[src/rtl/basic_cache_params.sv]
// ---------------------------------------------------------------------------
// basic_cache_params
//   Cache geometry constants shared by the load/store path.
//   aligned_addr_size : width of an aligned (line) address.
//   `XLEN             : machine data width (defaults to 32 when not set by
//                       the build).
// ---------------------------------------------------------------------------
`ifndef XLEN
`define XLEN 32
`endif

package basic_cache_params;
   localparam int aligned_addr_size = 30;
endpackage

[src/rtl/lsu_arb_types.sv]
// ---------------------------------------------------------------------------
// lsu_arb_types
//   Shared types for the LSU port arbiter.
//   arb_state_t : arbiter FSM state (IDLE / BUSY).
//   req_id_t    : requester id, 0 = execute-stage memory unit,
//                 1 = secondary agent.
//   lsu_req_t   : one complete LSU request as held in a pending slot.
// ---------------------------------------------------------------------------
package lsu_arb_types;
   import basic_cache_params::*;

   localparam int ARB_XLEN   = `XLEN;
   localparam int ARB_MASK_W = ARB_XLEN / 8;

   typedef enum logic {
      IDLE = 1'b0,
      BUSY = 1'b1
   } arb_state_t;

   typedef logic req_id_t;

   typedef struct packed {
      logic [aligned_addr_size-1:0] addr;
      logic                         do_load;
      logic                         do_store;
      logic [ARB_XLEN-1:0]          store_data;
      logic [ARB_MASK_W-1:0]        store_mask;
   } lsu_req_t;
endpackage

[src/rtl/lsu_arb_slot.sv]
// ---------------------------------------------------------------------------
// lsu_arb_slot
//   Single-entry holding register for a request that could not be issued
//   in the cycle it was presented.
//   clk, rst_n : clock, synchronous active-low reset (empties the slot).
//   load       : capture d and mark the slot full.
//   clear      : mark the slot empty (the held request has issued).
//   d          : request to capture.
//   full       : slot holds a request.
//   q          : held request (meaningful only while full).
// ---------------------------------------------------------------------------
module lsu_arb_slot
   import lsu_arb_types::*;
(
   input  logic     clk,
   input  logic     rst_n,
   input  logic     load,
   input  logic     clear,
   input  lsu_req_t d,
   output logic     full,
   output lsu_req_t q
);

   // Load wins over clear; the arbiter never asserts both for one slot,
   // but the priority keeps a captured request from being lost.
   always_ff @(posedge clk) begin
      if (!rst_n) begin
         full <= 1'b0;
      end else if (load) begin
         full <= 1'b1;
      end else if (clear) begin
         full <= 1'b0;
      end
   end

   // Payload needs no reset: it is only looked at while full is set.
   always_ff @(posedge clk) begin
      if (load) begin
         q <= d;
      end
   end

endmodule

[src/rtl/lsu_port_arbiter.sv]
// ---------------------------------------------------------------------------
// lsu_port_arbiter
//   Shares the single cache load/store port between two requesters
//   (0 = execute-stage memory unit, 1 = secondary agent). One transaction
//   is outstanding at a time; a request that cannot issue immediately is
//   held in its requester's pending slot, so requesters may present a
//   request for one cycle only.
//
//   Handshake: a request is valid in the cycle its prev_stalled is low; a
//   response is valid in the cycle stall_next is low. Neither side waits
//   for the other -- each low cycle is a complete transfer.
//
//   Ports
//     clk, rst_n                 clock, synchronous active-low reset
//     rq{0,1}_prev_stalled       low = request presented this cycle
//     rq{0,1}_addr/do_load/do_store/store_data/store_mask  request fields
//     rq{0,1}_stall_next         low = response for that requester valid
//     rq{0,1}_load_data          load data (valid with stall_next low)
//     rq{0,1}_access_fault       fault flag (valid with stall_next low)
//     lsu_prev_stalled           low = request issued to the LSU
//     lsu_addr/do_load/do_store/store_data/store_mask  issued fields
//     lsu_stall_next             low = LSU response valid
//     lsu_load_data, lsu_access_fault  LSU response fields
//     protocol_err               sticky, cleared only by reset
//     dbg_state                  current FSM state
// ---------------------------------------------------------------------------
module lsu_port_arbiter
   import lsu_arb_types::*;
#(
   // Must match the widths of lsu_req_t in lsu_arb_types.
   parameter int ADDR_W = basic_cache_params::aligned_addr_size,
   parameter int XLEN   = `XLEN,
   parameter int MASK_W = XLEN / 8
) (
   input  logic              clk,
   input  logic              rst_n,

   input  logic              rq0_prev_stalled,
   input  logic [ADDR_W-1:0] rq0_addr,
   input  logic              rq0_do_load,
   input  logic              rq0_do_store,
   input  logic [XLEN-1:0]   rq0_store_data,
   input  logic [MASK_W-1:0] rq0_store_mask,
   output logic              rq0_stall_next,
   output logic [XLEN-1:0]   rq0_load_data,
   output logic              rq0_access_fault,

   input  logic              rq1_prev_stalled,
   input  logic [ADDR_W-1:0] rq1_addr,
   input  logic              rq1_do_load,
   input  logic              rq1_do_store,
   input  logic [XLEN-1:0]   rq1_store_data,
   input  logic [MASK_W-1:0] rq1_store_mask,
   output logic              rq1_stall_next,
   output logic [XLEN-1:0]   rq1_load_data,
   output logic              rq1_access_fault,

   output logic              lsu_prev_stalled,
   output logic [ADDR_W-1:0] lsu_addr,
   output logic              lsu_do_load,
   output logic              lsu_do_store,
   output logic [XLEN-1:0]   lsu_store_data,
   output logic [MASK_W-1:0] lsu_store_mask,
   input  logic              lsu_stall_next,
   input  logic [XLEN-1:0]   lsu_load_data,
   input  logic              lsu_access_fault,

   output logic              protocol_err,
   output arb_state_t        dbg_state
);

   arb_state_t state;
   req_id_t    owner;
   req_id_t    rr_ptr;

   lsu_req_t   live_req0, live_req1;
   lsu_req_t   slot_q0, slot_q1;
   lsu_req_t   cand_req0, cand_req1;
   lsu_req_t   issue_req;
   logic       slot_full0, slot_full1;
   logic       slot_load0, slot_load1;
   logic       slot_clear0, slot_clear1;

   logic       live0, live1;
   logic       cand0, cand1;
   logic       contest;
   req_id_t    grant_id;
   logic       issue;
   logic       resp;
   logic       own_wait0, own_wait1;
   logic       err_req0, err_req1;
   logic       err_idle_resp;

   assign dbg_state = state;

   // ---------------------------------------------------------------------
   // Live requests packed into the slot format
   // ---------------------------------------------------------------------
   always_comb begin
      live_req0            = '0;
      live_req0.addr       = rq0_addr;
      live_req0.do_load    = rq0_do_load;
      live_req0.do_store   = rq0_do_store;
      live_req0.store_data = rq0_store_data;
      live_req0.store_mask = rq0_store_mask;

      live_req1            = '0;
      live_req1.addr       = rq1_addr;
      live_req1.do_load    = rq1_do_load;
      live_req1.do_store   = rq1_do_store;
      live_req1.store_data = rq1_store_data;
      live_req1.store_mask = rq1_store_mask;
   end

   assign live0 = ~rq0_prev_stalled;
   assign live1 = ~rq1_prev_stalled;

   // ---------------------------------------------------------------------
   // Candidate selection and arbitration
   // ---------------------------------------------------------------------
   // A full slot always takes precedence over a live request from the same
   // requester: a live request on top of a full slot is a protocol error.
   assign cand0     = slot_full0 | live0;
   assign cand1     = slot_full1 | live1;
   assign cand_req0 = slot_full0 ? slot_q0 : live_req0;
   assign cand_req1 = slot_full1 ? slot_q1 : live_req1;

   assign contest   = cand0 & cand1;
   // Without contention the only candidate wins; with it, rr_ptr decides.
   assign grant_id  = contest ? rr_ptr : req_id_t'(cand1);

   // Gating with rst_n keeps the port quiet during the reset cycle even
   // though state has not been cleared yet.
   assign issue     = rst_n & (state == IDLE) & (cand0 | cand1);
   assign issue_req = (grant_id == 1'b1) ? cand_req1 : cand_req0;

   assign lsu_prev_stalled = ~issue;
   assign lsu_addr         = issue_req.addr;
   assign lsu_do_load      = issue_req.do_load;
   assign lsu_do_store     = issue_req.do_store;
   assign lsu_store_data   = issue_req.store_data;
   assign lsu_store_mask   = issue_req.store_mask;

   // ---------------------------------------------------------------------
   // Response routing
   // ---------------------------------------------------------------------
   assign resp = rst_n & (state == BUSY) & ~lsu_stall_next;

   assign rq0_stall_next   = ~(resp & (owner == 1'b0));
   assign rq1_stall_next   = ~(resp & (owner == 1'b1));
   assign rq0_load_data    = lsu_load_data;
   assign rq1_load_data    = lsu_load_data;
   // Fault is qualified so a non-owner never sees a stray fault flag.
   assign rq0_access_fault = lsu_access_fault & resp & (owner == 1'b0);
   assign rq1_access_fault = lsu_access_fault & resp & (owner == 1'b1);

   // ---------------------------------------------------------------------
   // Requester rule and pending slot control
   // ---------------------------------------------------------------------
   // The owner may present its next request in its own response cycle;
   // only a request while still waiting for the response is illegal.
   assign own_wait0 = (state == BUSY) & (owner == 1'b0) & lsu_stall_next;
   assign own_wait1 = (state == BUSY) & (owner == 1'b1) & lsu_stall_next;

   assign err_req0  = live0 & (slot_full0 | own_wait0);
   assign err_req1  = live1 & (slot_full1 | own_wait1);

   assign err_idle_resp = (state == IDLE) & ~lsu_stall_next;

   // Capture a legal live request unless it is the one issuing right now.
   assign slot_load0  = live0 & ~err_req0 & ~(issue & (grant_id == 1'b0));
   assign slot_load1  = live1 & ~err_req1 & ~(issue & (grant_id == 1'b1));
   assign slot_clear0 = issue & (grant_id == 1'b0) & slot_full0;
   assign slot_clear1 = issue & (grant_id == 1'b1) & slot_full1;

   lsu_arb_slot u_slot0 (
      .clk   (clk),
      .rst_n (rst_n),
      .load  (slot_load0),
      .clear (slot_clear0),
      .d     (live_req0),
      .full  (slot_full0),
      .q     (slot_q0)
   );

   lsu_arb_slot u_slot1 (
      .clk   (clk),
      .rst_n (rst_n),
      .load  (slot_load1),
      .clear (slot_clear1),
      .d     (live_req1),
      .full  (slot_full1),
      .q     (slot_q1)
   );

   // ---------------------------------------------------------------------
   // FSM, owner, round-robin pointer and sticky error
   // ---------------------------------------------------------------------
   always_ff @(posedge clk) begin
      if (!rst_n) begin
         state        <= IDLE;
         owner        <= 1'b0;
         rr_ptr       <= 1'b0;
         protocol_err <= 1'b0;
      end else begin
         if (err_req0 | err_req1 | err_idle_resp) begin
            protocol_err <= 1'b1;
         end

         case (state)
            IDLE: begin
               if (issue) begin
                  state <= BUSY;
                  owner <= grant_id;
                  // Only a contested grant moves the pointer, so an
                  // uncontested requester does not lose its next tie.
                  if (contest) begin
                     rr_ptr <= ~rr_ptr;
                  end
               end
            end
            BUSY: begin
               // Returning to IDLE here means the next issue is at least
               // one cycle after the response, with no comb path from
               // lsu_stall_next to lsu_prev_stalled.
               if (!lsu_stall_next) begin
                  state <= IDLE;
               end
            end
            default: begin
               state <= IDLE;
            end
         endcase
      end
   end

endmodule

[config.mk]
export PLATFORM = sky130hd
export DESIGN_NAME = lsu_port_arbiter
export DESIGN_NICKNAME = d
export VERILOG_FILES = /design/src/rtl/basic_cache_params.sv /design/src/rtl/lsu_arb_types.sv /design/src/rtl/lsu_arb_slot.sv /design/src/rtl/lsu_port_arbiter.sv
export SDC_FILE = /design/constraint.sdc
export NUM_CORES = 1
export LEC_CHECK = 0
export CAP_MARGIN = 20
export CORE_MARGIN = 2
export CORE_UTILIZATION = 43
export DETAILED_ROUTE_END_ITERATION = 10
export HOLD_SLACK_MARGIN = 0.1
export PLACE_DENSITY = 0.94
export RECOVER_POWER = 25
export SLEW_MARGIN = 10
export SYNTH_ARGS = -nofsm -noshare
export SYNTH_HDL_FRONTEND = slang
export SYNTH_SLANG_ARGS = --single-unit
[constraint.sdc]
create_clock -name clk -period 7.5 [get_ports clk]
set_input_delay 0.75 -clock clk [delete_from_list [all_inputs] [get_ports clk]]
set_output_delay 0.75 -clock clk [all_outputs]
set_load 0.03 [all_outputs]
==> Word-level counts from Yosys, hierarchy flattened <==
Index checks and enable logic that the tools add are counted.
{ "op_classes": {"n_reduce_logical": 4, "muxes": 11, "n_bitwise": 46} }
{ "op_table": {"columns": ["cell", "count"], "rows": [
  ["2-to-1 mux 68 bit", 3],
  ["AND 1 bit", 25],
  ["inverter 1 bit", 14],
  ["2-to-1 mux 1 bit", 7],
  ["OR 1 bit", 7],
  ["nonzero test 2 bit", 2],
  ["AND reduction 3 bit", 1],
  ["one-hot mux 1 bit (2 select lines)", 1],
  ["AND reduction 2 bit", 1]
]} }
{ "totals": {"out_inout_bits": 139, "input_bits": 174, "regBits": 142} }

==> Longest topological paths before layout <==
{ "depth": {"depth_word": 9, "ltp_mapped": 7} }

==> Modules after synthesis <==
From an unflattened synthesis, not the netlist that was laid out.
{ "unflattened": {"cells_unflattened": 475, "hier_area_um2": 7164.4} }
{ "by_module_without_submodules": {"columns": ["mod", "seq_area_each_um2", "n_inst", "area_per_inst_um2", "cells_each"], "rows": [
  ["lsu_arb_slot", 2062.0, 2, 2083.2, 71],
  ["lsu_port_arbiter", 80.1, 1, 2997.9, 333]
]} }

==> Worst setup path after synthesis <==
No wires, ideal clock.
{ "synth_timing": {"path_kind": "register -> register", "from": "reg state, in the netlist dbg_state", "to": "reg u_slot0.q[0] (netlist name) (enable)", "path_stages_with_launch": 5, "path_slack_ps": 1198, "n_path_buf": 1, "synth_period_minus_slack_ps": 6302, "t_required_ps": 6922, "t_arrival_ps": 5723, "cell_sequence": "dfxtp_1 > clkbuf_1 > nand2b_1 > a211oi_1 > nor3_1"} }
{ "synth_via": {"elab_chain_cells": 7, "elab_cells_between_ends": 12, "cone_classes": "bitwise: 12"} }
{ "synth_lines": {"columns": ["element", "line_no", "text"], "rows": [
  ["start: declaration", "lsu_port_arbiter.sv:72", "arb_state_t state;"],
  ["start signal: assignment", "lsu_port_arbiter.sv:201", "state <= IDLE;"],
  ["start signal: assignment", "lsu_port_arbiter.sv:213", "state <= BUSY;"],
  ["start signal: assignment", "lsu_port_arbiter.sv:227", "state <= IDLE;"],
  ["AND 1 bit (2 in series)", "lsu_port_arbiter.sv:162", "assign own_wait0 = (state == BUSY) & (owner == 1'b0) & lsu_stall_next;"],
  ["OR 1 bit", "lsu_port_arbiter.sv:165", "assign err_req0 = live0 & (slot_full0 | own_wait0);"],
  ["AND 1 bit", "lsu_port_arbiter.sv:165", null],
  ["inverter 1 bit", "lsu_port_arbiter.sv:171", "assign slot_load0 = live0 & ~err_req0 & ~(issue & (grant_id == 1'b0));"],
  ["AND 1 bit", "lsu_port_arbiter.sv:171", null],
  ["AND 1 bit (*)", "lsu_port_arbiter.sv:171", null],
  ["via slot_load0", "lsu_port_arbiter.sv:81", "logic slot_load0, slot_load1;"],
  ["end signal: assignment", "lsu_arb_slot.sv:39", "q <= d;"],
  ["end: declaration", "lsu_arb_slot.sv:21", "output lsu_req_t q"]
]} }
Mark *: on every way through the listed nets, which the timed path passes. The rest lies on a longest branch.
A chain may end at the register's enable or synchronous reset.

==> Worst setup path after layout <==
{ "layout_timing": {"from": "in rq0_prev_stalled", "to": "out lsu_addr[16]"} }
{ "layout_via": {"elab_chain_cells": 5} }
{ "layout_lines": {"columns": ["element", "line_no", "text"], "rows": [
  ["start: declaration", "lsu_port_arbiter.sv:38", "input logic rq0_prev_stalled,"],
  ["inverter 1 bit", "lsu_port_arbiter.sv:115", "assign live0 = ~rq0_prev_stalled;"],
  ["OR 1 bit", "lsu_port_arbiter.sv:123", "assign cand0 = slot_full0 | live0;"],
  ["AND 1 bit", "lsu_port_arbiter.sv:128", "assign contest = cand0 & cand1;"],
  ["2-to-1 mux 1 bit", "lsu_port_arbiter.sv:130", "assign grant_id = contest ? rr_ptr : req_id_t'(cand1);"],
  ["2-to-1 mux 68 bit", "lsu_port_arbiter.sv:135", "assign issue_req = (grant_id == 1'b1) ? cand_req1 : cand_req0;"],
  ["end: declaration", "lsu_port_arbiter.sv:59", "output logic [ADDR_W-1:0] lsu_addr,"]
]} }
No other way between the ends.

==> out/metrics.yaml <==
run_status:
  status: "finished clean"
synthesis:
  yosysTopAreaCell: "edfxtp_1"
  syn_avg_cell_area_um2: 15.0
  synthesis.nets: 650
  syn_area_mm2: 0.00712
  synth-seq-cells: 142
  synthTopCellsByArea: "edfxtp_1 57%, mux2i_1 29%, buf_4 7.4%"
  syn_inst: 476
  seq_area_frac_synth_pct: 59.0
  ys_types: 30
  yosys_warnings: 0
  yosysTopAreaCellShare_pct: 57.4
sta:
  final.setup.tns_ns: 0
  hold_violations: 0
  fin_crit_ns: 4.60
  setup_viol: 0
  max_slew.worst_pin.slew_ns: 1.11
  slew_headroom_pct: 26.1
  final_max_slew_viol_count: 0
  finalCritPeriodShare_pct: 61.3
  rsz0062_at_grt: "false"
  fmax_mhz: 217
  final.setup.worst_slack_ns: 2.90
  finalClockSkew_ns: 0.00911
hold_path:
  hold_path.startpoint: "protocol_err"
  worstHoldPathType: "reg2reg"
  hold-path-cell-count: 1
  holdPathEnd: "protocol_err"
detailed_routing:
  drt-met1-wl_um: 6620
  drt_iter0_drc: 215
  ant_nets: 0
  wl_per_cell_um: 20.3
  routed_wl_um: 17500
  dr.pass1.iters: 4
  route.met3.wl_um: 1110
  dr_total_vias: 4508
  drcViolationCount: 0
  vias_per_cell: 5.21
  wl_met2_um: 9360
  highest_layer: "met4"
worst_setup_path:
  crit_fanout: 36
  path_class: "in2out"
  r2r-start: "u_slot1.full"
  worst_ep_required_time_ns: 6.75
  r2r_setup_slack_ns: 4.99
  endpoint_kind: "output port"
  start_kind: "primary input"
  reg2regPathDepth: 4
  crit_arrival_ns: 3.85
  r2r-end: "u_slot1.full"
placed_design:
  dp_hpwl_um: 12800
  place_congestion: 0.840
  io_buffers: 216
  dp.cells: 828
  place_ws_ns: 2.95
clocking:
  path_clk_slew_ns: 0.06
  clock_latency_ns: 0.41
  cts_buffer_depth: 2
  h-tree-depth: 4
  numClockSinks: 142
  holdBufCountCts: 0
  root_buffer: "clkbuf_16"
  cts_buffers: 17
  cts_tree: "done"
  ctsResizeCount: 0
  cts_setup_buffers: 0
finish:
  stdcell_count: 866
  drive_gt1_share_pct: 6.71
  nets: 802
  area_growth_pct: 35.5
  finalCoreUtilization_pct: 58.8
floorplanning:
  die_h_um: 133
  std_cell_rows: 47
  fp.dieW_um: 133
  die_area_mm2: 0.0176
  initial_core_util_pct: 43.4
  core_area_mm2: 0.0164
  boundaryPins: 313
global_routing:
  grt_pass1_vias: 4945
  track_usage_pct: 20.1
  antenna_found_initial: 5
  grt-ovfl-total: 0
  grt_pass1_wl_um: 27400
  grt_max_degree: 69
flow_run:
  maxCapViolCount: 0
pwr:
  p_total_mw: 2.46
  cellLeakagePower_nw: 3.45
  ir_drop_mv: 0.146
  power_density_mw_per_mm2: 255
state kept, by name, indices dropped and copies added, names as in the netlist:
| register | flops |
|---|---|
| u_slot1.full | 1 |
| u_slot0.full | 1 |
| u_slot0.q | 68 |
| owner | 1 |
| u_slot1.q | 68 |
| dbg_state | 1 |
| protocol_err | 1 |
| rr_ptr | 1 |
report_power, final:
| group | internal, mW | total [mW] | switching (mW) |
|---|---|---|---|
| Combinational | 0.269 | 0.592 | 0.323 |
| Clock | 0.558 | 0.882 | 0.323 |
| Sequential | 0.948 | 0.983 | 0.0352 |
| Total | 1.78 | 2.46 | 0.681 |
critical path: stages:
cell	delay, ns
clkdlybuf4s50_1	0.57
nor2b_4	0.24
o21a_4	0.55
buf_4	0.63
mux2i_1	0.30
clkdlybuf4s50_1	0.75
cell usage after synthesis:
| master | number |
|---|---|
| o2111ai_1 | 1 |
| a21oi_1 | 5 |
| o31ai_1 | 1 |
| nor2b_1 | 2 |
| buf_4 | 70 |
| nand3b_1 | 2 |
| inv_1 | 4 |
| inv_2 | 1 |
| o21ai_1 | 1 |
| nand2b_1 | 2 |
| a211oi_1 | 1 |
| nor2_1 | 4 |
| nand2_1 | 3 |
| and3b_1 | 1 |
| a31oi_1 | 2 |
| o21ai_0 | 1 |
| edfxtp_1 | 136 |
| nor2b_4 | 1 |
| dfxtp_1 | 6 |
| buf_2 | 15 |
| o41a_1 | 1 |
| a31o_1 | 1 |
| clkbuf_1 | 2 |
| mux2i_1 | 204 |
| buf_6 | 2 |
| nor4bb_1 | 1 |
| nand3_1 | 1 |
| nor3_1 | 3 |
| o21a_1 | 1 |
| or4_1 | 1 |
layout make-up:
type,instances,area [µm²]
tap,220,275
sequential,142,4210
antenna,5,12.5
inverter,5,18.8
fill,1238,6760
timing repair buffer,222,2230
clock buffer,19,433
multi-input combinational,240,2280
clock inverter,13,189
layout by cell type, fill, tap and decap left out, types with 2 or more instances in the layout:
master           synthesis  layout
nor2b_1                  2       2
dfxtp_1                  6       4
nor2_1                   4       4
a21oi_1                  5       5
nor3_1                   3       2
nand3b_1                 2       2
clkdlybuf4s50_1          0     112
buf_4                   70       5
nand2b_1                 2       2
inv_1                    4       4
clkinv_2                 0       2
clkinvlp_4               0       2
clkbuf_16                0      17
clkinv_4                 0       4
clkbuf_1                 2       2
diode_2                  0       5
bufinv_16                0       4
dfxtp_4                  0       2
mux2i_1                204     204
dlygate4sd3_1            0     104
nand2_1                  3       3
a31oi_1                  2       2
edfxtp_1               136     136
logic make-up after synthesis:
family / after synthesis / synth area share (%)
AOI/OAI and AO/OA: 15 / 1.39
muxes: 204 / 28.7
and+or+nand+nor: 21 / 1.77
buffers and inverters: 94 / 9.12
DFF: 142 / 59.0
metal layers:
layer  vias up  GRT usage [%]
met5         -              0
met4         0           8.84
met3        38           5.44
met2       215           36.2
met1      2201           22.2
li1       2054              -
worst max path at each step:
| stage | endpoint | slack [ns] | cells past startpoint | start |
|---|---|---|---|---|
| 4_1_cts | lsu_addr[16] | 2.89 | 6 | rq0_prev_stalled |
| 3_5_place_dp | lsu_addr[7] | 2.95 | 6 | rq0_prev_stalled |
| 6_report | lsu_addr[16] | 2.90 | 6 | rq0_prev_stalled |
| 3_3_place_gp | lsu_store_data[27] | 3.05 | 6 | rq0_prev_stalled |
| 2_1_floorplan | u_slot0.q[0] | 1.20 | 4 | dbg_state |
| 5_1_grt | lsu_addr[16] | 2.79 | 6 | rq0_prev_stalled |
through the flow:
stage	cell area (µm²)	hold slack, ns
3_5_place_dp	8990	0.507
2_1_floorplan	7120	0.477
3_3_place_gp	8990	0.478
6_report	9650	0.523
4_1_cts	9610	0.521
5_1_grt	9650	0.532
No activity file was read; power rests on OpenSTA's default activity.
